<file path="config.mk">
export PLATFORM = sky130hd
export DESIGN_NAME = uart_serdes
export DESIGN_NICKNAME = d
export VERILOG_FILES = /design/src/rtl/uart_serdes.sv
export SDC_FILE = /design/constraint.sdc
export NUM_CORES = 1
export LEC_CHECK = 0
export ABC_AREA = 1
export CELL_PAD_IN_SITES_DETAIL_PLACEMENT = 0
export CELL_PAD_IN_SITES_GLOBAL_PLACEMENT = 1
export CORE_MARGIN = 2
export CORE_UTILIZATION = 49
export DETAILED_ROUTE_END_ITERATION = 8
export GPL_TIMING_DRIVEN = 0
export MAX_ROUTING_LAYER = met4
export PLACE_DENSITY_LB_ADDON = 0.1
export SLEW_MARGIN = 20
export SYNTH_ARGS = -nofsm -noshare
export SYNTH_HDL_FRONTEND = slang
export SYNTH_SLANG_ARGS = --single-unit
export TNS_END_PERCENT = 20
</file>
<file path="constraint.sdc">
create_clock -name clk -period 4.9 [get_ports clk]
set_clock_uncertainty 0.15 [all_clocks]
set_input_delay 0.98 -clock clk [delete_from_list [all_inputs] [get_ports clk]]
set_output_delay 0.98 -clock clk [all_outputs]
set_load 0.01 [all_outputs]
</file>
<file path="src/rtl/uart_serdes.sv">
// uart_serdes: 16x-oversampled UART with majority-vote RX into a small FIFO and a busy-handshake TX.
// One free-running tick generator is shared by both directions.
module uart_serdes #(
    parameter int DIV = 27,
    parameter int DEPTH_LOG2 = 2,
    parameter int STOPBITS = 1
) (
    input  logic       clk,
    input  logic       nreset,
    input  logic       rxd,
    output logic       txd,
    input  logic [7:0] tx_data,
    input  logic       tx_start,
    output logic       tx_busy,
    output logic [7:0] rx_data,
    output logic       rx_avail,
    input  logic       rx_rd,
    output logic       rx_overrun,
    output logic       frame_err,
    input  logic       err_clr
);
    localparam int DEPTH = 1 << DEPTH_LOG2;
    typedef enum logic [2:0] {R_IDLE, R_START, R_DATA, R_STOP, R_WAITHI} rx_state_t;
    typedef enum logic [2:0] {T_IDLE, T_WAIT, T_START, T_DATA, T_STOP} tx_state_t;

    logic [15:0] cnt;
    logic tick;
    assign tick = cnt == 16'(DIV - 1);
    always_ff @(posedge clk or negedge nreset)
        if (!nreset) cnt <= '0;
        else cnt <= tick ? '0 : cnt + 16'd1;

    logic r1, rs;
    always_ff @(posedge clk or negedge nreset)
        if (!nreset) {rs, r1} <= 2'b11;
        else {rs, r1} <= {r1, rxd};

    rx_state_t r_state, r_next;
    logic [3:0] r_s, r_s_d;
    logic [2:0] r_idx, r_idx_d;
    logic [7:0] r_sh, r_sh_d;
    logic [1:0] vote, vote_d;
    logic maj, push, fe_set;
    // Samples at s=7 and s=8 are held; the s=9 sample is the live rs.
    assign maj = (vote[0] & vote[1]) | (rs & (vote[0] | vote[1]));

    always_comb begin
        r_next = r_state;
        r_s_d = r_s;
        r_idx_d = r_idx;
        r_sh_d = r_sh;
        vote_d = vote;
        push = 1'b0;
        fe_set = 1'b0;
        if (tick) begin
            r_s_d = r_s + 4'd1;
            if (r_s == 4'd7) vote_d[0] = rs;
            if (r_s == 4'd8) vote_d[1] = rs;
            case (r_state)
                R_IDLE: if (!rs) begin
                    r_next = R_START;
                    r_s_d = 4'd1;
                end
                R_START: if (r_s == 4'd9) begin
                    r_next = maj ? R_IDLE : R_DATA;
                    r_idx_d = 3'd0;
                end
                R_DATA: if (r_s == 4'd9) begin
                    r_sh_d = {maj, r_sh[7:1]};
                    r_idx_d = r_idx + 3'd1;
                    r_next = r_idx == 3'd7 ? R_STOP : R_DATA;
                end
                R_STOP: if (r_s == 4'd9) begin
                    push = maj;
                    fe_set = !maj;
                    r_next = maj ? R_IDLE : R_WAITHI;
                end
                R_WAITHI: r_next = rs ? R_IDLE : R_WAITHI;
                default: r_next = R_IDLE;
            endcase
        end
    end

    always_ff @(posedge clk or negedge nreset)
        if (!nreset) begin
            r_state <= R_IDLE;
            r_s <= '0;
            r_idx <= '0;
            r_sh <= '0;
            vote <= 2'b11;
        end else begin
            r_state <= r_next;
            r_s <= r_s_d;
            r_idx <= r_idx_d;
            r_sh <= r_sh_d;
            vote <= vote_d;
        end

    logic [7:0] mem [DEPTH];
    logic [DEPTH_LOG2:0] wp, rp;
    logic pop, full, do_push;
    assign rx_avail = wp != rp;
    assign full = (wp - rp) == (DEPTH_LOG2 + 1)'(DEPTH);
    assign pop = rx_rd & rx_avail;
    // A same-clk pop frees the slot, so a full FIFO can still accept.
    assign do_push = push & (!full | pop);
    assign rx_data = mem[rp[DEPTH_LOG2-1:0]];

    always_ff @(posedge clk or negedge nreset)
        if (!nreset) begin
            wp <= '0;
            rp <= '0;
            for (int i = 0; i < DEPTH; i++) mem[i] <= '0;
            rx_overrun <= 1'b0;
            frame_err <= 1'b0;
        end else begin
            if (do_push) mem[wp[DEPTH_LOG2-1:0]] <= r_sh;
            wp <= do_push ? wp + 1'b1 : wp;
            rp <= pop ? rp + 1'b1 : rp;
            rx_overrun <= err_clr ? 1'b0 : rx_overrun | (push & !do_push);
            frame_err <= err_clr ? 1'b0 : frame_err | fe_set;
        end

    tx_state_t t_state, t_next;
    logic [3:0] t_s, t_s_d;
    logic [2:0] t_idx, t_idx_d;
    logic [7:0] t_sh, t_sh_d;
    logic t_stop, t_stop_d, cell_end;
    assign cell_end = tick & (t_s == 4'd15);
    assign tx_busy = t_state != T_IDLE;
    assign txd = t_state == T_START ? 1'b0 : t_state == T_DATA ? t_sh[0] : 1'b1;

    always_comb begin
        t_next = t_state;
        t_s_d = tick ? t_s + 4'd1 : t_s;
        t_idx_d = t_idx;
        t_sh_d = t_sh;
        t_stop_d = t_stop;
        case (t_state)
            T_IDLE: if (tx_start) begin
                t_sh_d = tx_data;
                t_next = T_WAIT;
            end
            T_WAIT: if (tick) begin
                t_next = T_START;
                t_s_d = 4'd0;
            end
            T_START: if (cell_end) begin
                t_next = T_DATA;
                t_idx_d = 3'd0;
            end
            T_DATA: if (cell_end) begin
                t_sh_d = t_sh >> 1;
                t_idx_d = t_idx + 3'd1;
                t_stop_d = 1'b0;
                t_next = t_idx == 3'd7 ? T_STOP : T_DATA;
            end
            T_STOP: if (cell_end) begin
                t_stop_d = 1'b1;
                t_next = t_stop == 1'(STOPBITS - 1) ? T_IDLE : T_STOP;
            end
            default: t_next = T_IDLE;
        endcase
    end

    always_ff @(posedge clk or negedge nreset)
        if (!nreset) begin
            t_state <= T_IDLE;
            t_s <= '0;
            t_idx <= '0;
            t_sh <= '0;
            t_stop <= 1'b0;
        end else begin
            t_state <= t_next;
            t_s <= t_s_d;
            t_idx <= t_idx_d;
            t_sh <= t_sh_d;
            t_stop <= t_stop_d;
        end
endmodule
</file>
==> impl_metrics.yaml, run 1 <==
routing:
  wl_per_cell_um: 12.8
  totalWireLength_um: 10400
  dr.first_iter.drc_count: 175
  drtAntennaViolNets: 0
  drc: 0
  dr.pass1.iters: 4
  dr_total_vias: 4158
  drt-vias-per-instance: 5.11
place:
  place_ws_ps: 1730
  dp_hpwl_um: 7670
  place_congestion: 0.839
  numPortBuffers: 26
yosys:
  ys_types: 32
  synthesis.instances: 635
  syn-cell-area_mm2: 0.00506
  synth_seq_area_share: 0.481
  ys_warn_count: 0
  syn_avg_cell_area_um2: 7.96
  synth-seq-cells: 97
  synth_nets: 667
worst_setup_path:
  r2r-start: "rp[1]"
  endpoint_kind: "primary output"
  required_ps: 3770
  worstSetupPathType: "flop to primary output"
  rrSetupSlack_ps: 2380
  reg2reg_depth: 11
  r2r-end: "mem[6]"
  cp.arrival_ps: 2440
  critPathLaunchType: "flop"
  crit_path_max_fanout: 10
timing:
  slew_headroom: 0.598
  hold_violations: 0
  setup_viol: 0
  setup_ws_ps: 1330
  worst_pin_slew_ps: 598
  tns_ps: 0
  fin_crit_sh: 0.728
  finalCriticalPeriod_ps: 3570
  report.final.slew_viol_count: 0
  fmax_ghz: 0.280
  rsz0062_at_grt: "no"
  hold_slack_ps: 241
finish:
  regArea_mm2: 0.00243
  nFillCells: 966
  final_layout_size_suffix_gt1_frac: 0.0811
  final_common_cell: "nand2_1"
  fin_util: 0.562
  diodes: 0
  mostFrequentLayoutCells: "nand2_1 (213), dfrtp_1 (93), inv_1 (57), nor2_1 (49), nand3_1 (44)"
  nNetsFinal: 705
  multiInputGateArea_mm2: 0.00227
  syn2layout_area_growth_pct: 13.2
global_routing:
  grtUsageTotal: 0.214
  grt_pass1_wl_um: 18600
  grt_pass1_vias: 4021
  antenna_found_initial: 0
  grt_max_degree: 71
  grt_overflow: 0
floorplanning:
  die_x_um: 106
  core_mm2: 0.0102
  io_pins: 27
  num_rows: 37
  die_area_mm2: 0.0111
  start_util: 0.496
  fp.dieH_um: 106
clocking:
  tritoncts: "yes"
  cts_max_level: 3
  cts_root_buf: "clkbuf_8"
  worst_skew_pair.late_latency_ps: 370
  hold_buffers: 0
  cts_buffer_depth: 2
  clkTransAtPathRegs_ps: 90
  cts_buffers: 9
  cts_setup_buffers: 0
  cts_resized: 0
  cts.sinks: 97
power_and_ir_drop:
  p_leak_nw: 2.99
  power.density_mw_per_mm2: 318
  vdd_drop_max_uv: 206
worst_hold_path:
  min_to: "rs"
  min_delay_path_depth: 0
  min-delay-start: "r1"
  hold_path_class: "flop to flop"
run:
  maxCapViolCount: 0
run_status:
  status: "finished, final reports clean"
-- Yosys cell counts (all sizes together) --
| cell | instances | area [um^2] |
|---|---|---|
| nand3 | 47 | 258 |
| nand3b | 1 | 7.51 |
| ha | 18 | 225 |
| buf | 14 | 98.8 |
| o21bai | 1 | 7.51 |
| nand2 | 217 | 830 |
| o21ai | 42 | 210 |
| nand4 | 36 | 225 |
| dfrtp | 93 | 2330 |
| xor2 | 8 | 70.1 |
| nor3 | 4 | 25.0 |
| xnor2 | 4 | 35.0 |
| dfstp | 4 | 105 |
| o22ai | 9 | 56.3 |
| a21oi | 12 | 60.1 |
| nor2 | 56 | 257 |
| clkbuf | 4 | 15.0 |
| clkinv | 2 | 7.51 |
| inv | 63 | 236 |
-- kinds of logic (layout without fill, tap and decap cells) --
kind of cell / after synthesis / in the layout / share of synthesized area
DFF: 97 / 97 / 0.481
and+or+nand+nor: 361 / 361 / 0.317
AOI/OAI and AO/OA: 64 / 64 / 0.0661
buffers and inverters: 83 / 126 / 0.0708
xor gates and xnor gates: 12 / 12 / 0.0208
adders and majority gates: 18 / 18 / 0.0445
-- per-stage QoR --
| step | cell area (um^2) | total power, mW | cells |
|---|---|---|---|
| 5_1_grt | 5730 | 1.92 | 814 |
| 2_1_floorplan | 5060 | 1.09 | 635 |
| 3_3_place_gp | 5490 | 1.27 | 797 |
| 3_5_place_dp | 5520 | 1.27 | 798 |
| 4_1_cts | 5730 | 1.84 | 814 |
| 6_report | 5730 | 1.82 | 814 |
-- flip-flops by register name, indices dropped and copies added (netlist names), 4 cells and up, named ones only --
register / flops
cnt: 16
mem: 32
r_s: 4
r_sh: 8
t_sh: 8
-- how the worst max path moves through the flow --
stage / from / to / slack (ps) / depth (start not counted)
5_1_grt: rp[1] / rx_avail / 1150 / 6
6_report: rp[1] / rx_avail / 1330 / 6
3_5_place_dp: rp[1] / rx_avail / 1730 / 6
2_1_floorplan: rp[1] / rx_avail / 2570 / 5
4_1_cts: rp[1] / rx_avail / 1280 / 6
3_3_place_gp: nreset / t_sh[4] / -1020 / 1
-- final cells by class --
cell class	count	share of cell area
Buffer	18	0.0199
Multi-Input combinational cell	455	0.396
Clock inverter	6	0.0144
Tap cell	136	0.0297
Sequential cell	97	0.425
Timing Repair Buffer	27	0.0505
Inverter	65	0.0426
Clock buffer	10	0.0223
-- layer usage --
| metal | part of all wire | up-vias | track usage |
|---|---|---|---|
| met2 | 0.49 | 67 | 0.359 |
| met4 | 0.016 | 0 | 0.0573 |
| li1 | - | 2129 | - |
| met3 | 0.033 | 12 | 0.0501 |
| met1 | 0.46 | 1950 | 0.261 |
| met5 | 0 | - | - |
-- worst max-delay path, stage by stage, from the launching register on --
cell and delay, ps:
dfrtp_1 540, clkinv_1 330, ha_1 400, nand2_1 100, inv_1 60, nand2_1 100, clkdlybuf4s50_1 540
-- where the power goes --
part           switching (mW)  leakage (nW)  internal [mW]
sequential             0.0301          1.30          0.815
combinational           0.232          1.59          0.180
clock                   0.280         0.106          0.285
Power figures use the tool's default switching activity.
==> inputs of run 2 (changes only) <==
- CORE_UTILIZATION: 49 -> 45
- clock period: 4.9 -> 3.5 ns (I/O delays scaled with it)
==> impl_metrics.yaml, run 2 (synthesized netlist as in run 1, its figures left out) <==
run_status:
  status: "finished, final reports clean"
finish:
  max_flop_register: "mem"
  diodes: 0
  largest_reg_flops: 32
  nFillCells: 1050
  final_layout_size_suffix_gt1_frac: 0.0782
  syn2layout_area_growth_pct: 13.4
  final_cells: 818
  mostFrequentLayoutCells: "nand2_1 (213), dfrtp_1 (93), inv_1 (57), nor2_1 (49), nand3_1 (44)"
  nNetsFinal: 705
  top_regs: "mem: 32 flops, cnt: 16 flops"
  final_common_cell: "nand2_1"
place:
  numPortBuffers: 26
  dp.cells: 802
  place_congestion: 0.852
  dp_hpwl_um: 7950
  place_ws_ps: 609
floorplanning:
  io_pins: 27
  fp.dieH_um: 110
  num_rows: 38
  core_mm2: 0.0109
  die_area_mm2: 0.0121
  die_x_um: 110
  start_util: 0.464
timing:
  setup_ws_ps: 148
  fin_crit_sh: 0.958
  setup_viol: 0
  rsz0062_at_grt: "no"
  fmax_ghz: 0.298
  slew_headroom: 0.589
  hold_violations: 0
  hold_slack_ps: 44.9
  finalCriticalPeriod_ps: 3350
  report.final.slew_viol_count: 0
  worst_pin_slew_ps: 612
clocking:
  cts_buffers: 9
  cts_setup_buffers: 0
  worst_skew_pair.late_latency_ps: 370
  tritoncts: "yes"
  clkTransAtPathRegs_ps: 90
  hold_buffers: 0
  cts_resized: 0
  cts_root_buf: "clkbuf_8"
  cts.sinks: 97
  cts_max_level: 3
  cts_buffer_depth: 2
worst_setup_path:
  crit_path_max_fanout: 10
  worstSetupPathType: "flop to primary output"
  endpoint_kind: "primary output"
  required_ps: 2650
  cp.arrival_ps: 2500
  critPathLaunchType: "flop"
power_and_ir_drop:
  p_total_mw: 2.58
  pwr-share-seq: 0.458
  p_int_mw: 1.82
  power_frac_clock: 0.312
  switching_power_uw: 763
  vdd_drop_max_uv: 284
  power.density_mw_per_mm2: 450
  pwr-share-comb: 0.230
  p_sw_frac: 0.296
  p_leak_nw: 2.99
routing:
  dr_total_vias: 4158
  dr.pass1.iters: 4
  wl_per_cell_um: 13.3
  drt-vias-per-instance: 5.08
  dr.first_iter.drc_count: 228
  drtAntennaViolNets: 0
  drc: 0
  totalWireLength_um: 10900
global_routing:
  grt_pass1_wl_um: 19200
  grt_pass1_vias: 4122
  antenna_found_initial: 0
  grtUsageTotal: 0.208
  grt_max_degree: 69
  grt_overflow: 0
worst_hold_path:
  hold_path_class: "input port to asynchronous set/reset pin"
run:
  maxCapViolCount: 0
==> run 2: cell types whose count changed in the layout (fill, tap and decap cells not counted) <==
cell / previous run / this run
clkbuf_8: 9 / 10
clkinvlp_4: 1 / 0
clkbuf_1: 5 / 7
clkinv_2: 3 / 1
==> run 2: final cells by class <==
type / count / area, um^2 / share of cell area
inverters: 65 / 244 / 0.0425
plain buffers: 18 / 114 / 0.0199
repair buffers: 27 / 289 / 0.0504
multi-input cells: 455 / 2270 / 0.395
clock inverters: 3 / 65.1 / 0.0113
clock buffers: 13 / 149 / 0.0260
well taps: 140 / 175 / 0.0305
flip-flops and latches: 97 / 2430 / 0.424
==> run 2: through the flow <==
step | utilization | TNS (ps) | cell area (um^2)
after global placement | 0.504 | -206490 | 5490
final | 0.527 | 0 | 5730
after CTS | 0.527 | 0 | 5730
after global routing | 0.527 | 0 | 5730
after detailed placement | 0.507 | 0 | 5520
after floorplan | - | 0 | 5060
==> run 2: layer usage <==
metal | up-vias | track usage | part of all wire
li1 | 2138 | - | -
met4 | 0 | 0.0850 | 0.019
met5 | - | - | 0
met2 | 58 | 0.327 | 0.48
met3 | 15 | 0.0312 | 0.030
met1 | 1947 | 0.271 | 0.47
==> run 2: path summary, 6_finish.rpt <==
| check | from | end | slack [ps] | depth (start not counted) |
|---|---|---|---|---|
| min | nreset | rp[0] | 40 | 1 |
| max | rp[0] | rx_data[7] | 150 | 5 |
| max reg2reg | rp[1] | mem[7] | 930 | 10 |
| min reg2reg | r1 | rs | 220 | 0 |
| max in group asynchronous | nreset | r1 | 2490 | 2 |
| min in group clk | r1 | rs | 220 | 0 |
==> run 2: power groups by stage <==
stage                     Clock, mW  Sequential, mW  Combinational [mW]
after global placement            0            1.21               0.579
after global routing          0.876            1.19               0.664
after floorplan                   0            1.19               0.336
final                         0.804            1.18               0.594
after detailed placement          0            1.20               0.592
after CTS                     0.838            1.18               0.595
==> run 2: critical path: stages, from the launching register on <==
cell	delay, ps
dfrtp_1	510
inv_1	240
buf_1	440
nor2_1	100
o22ai_1	260
clkdlybuf4s50_1	580
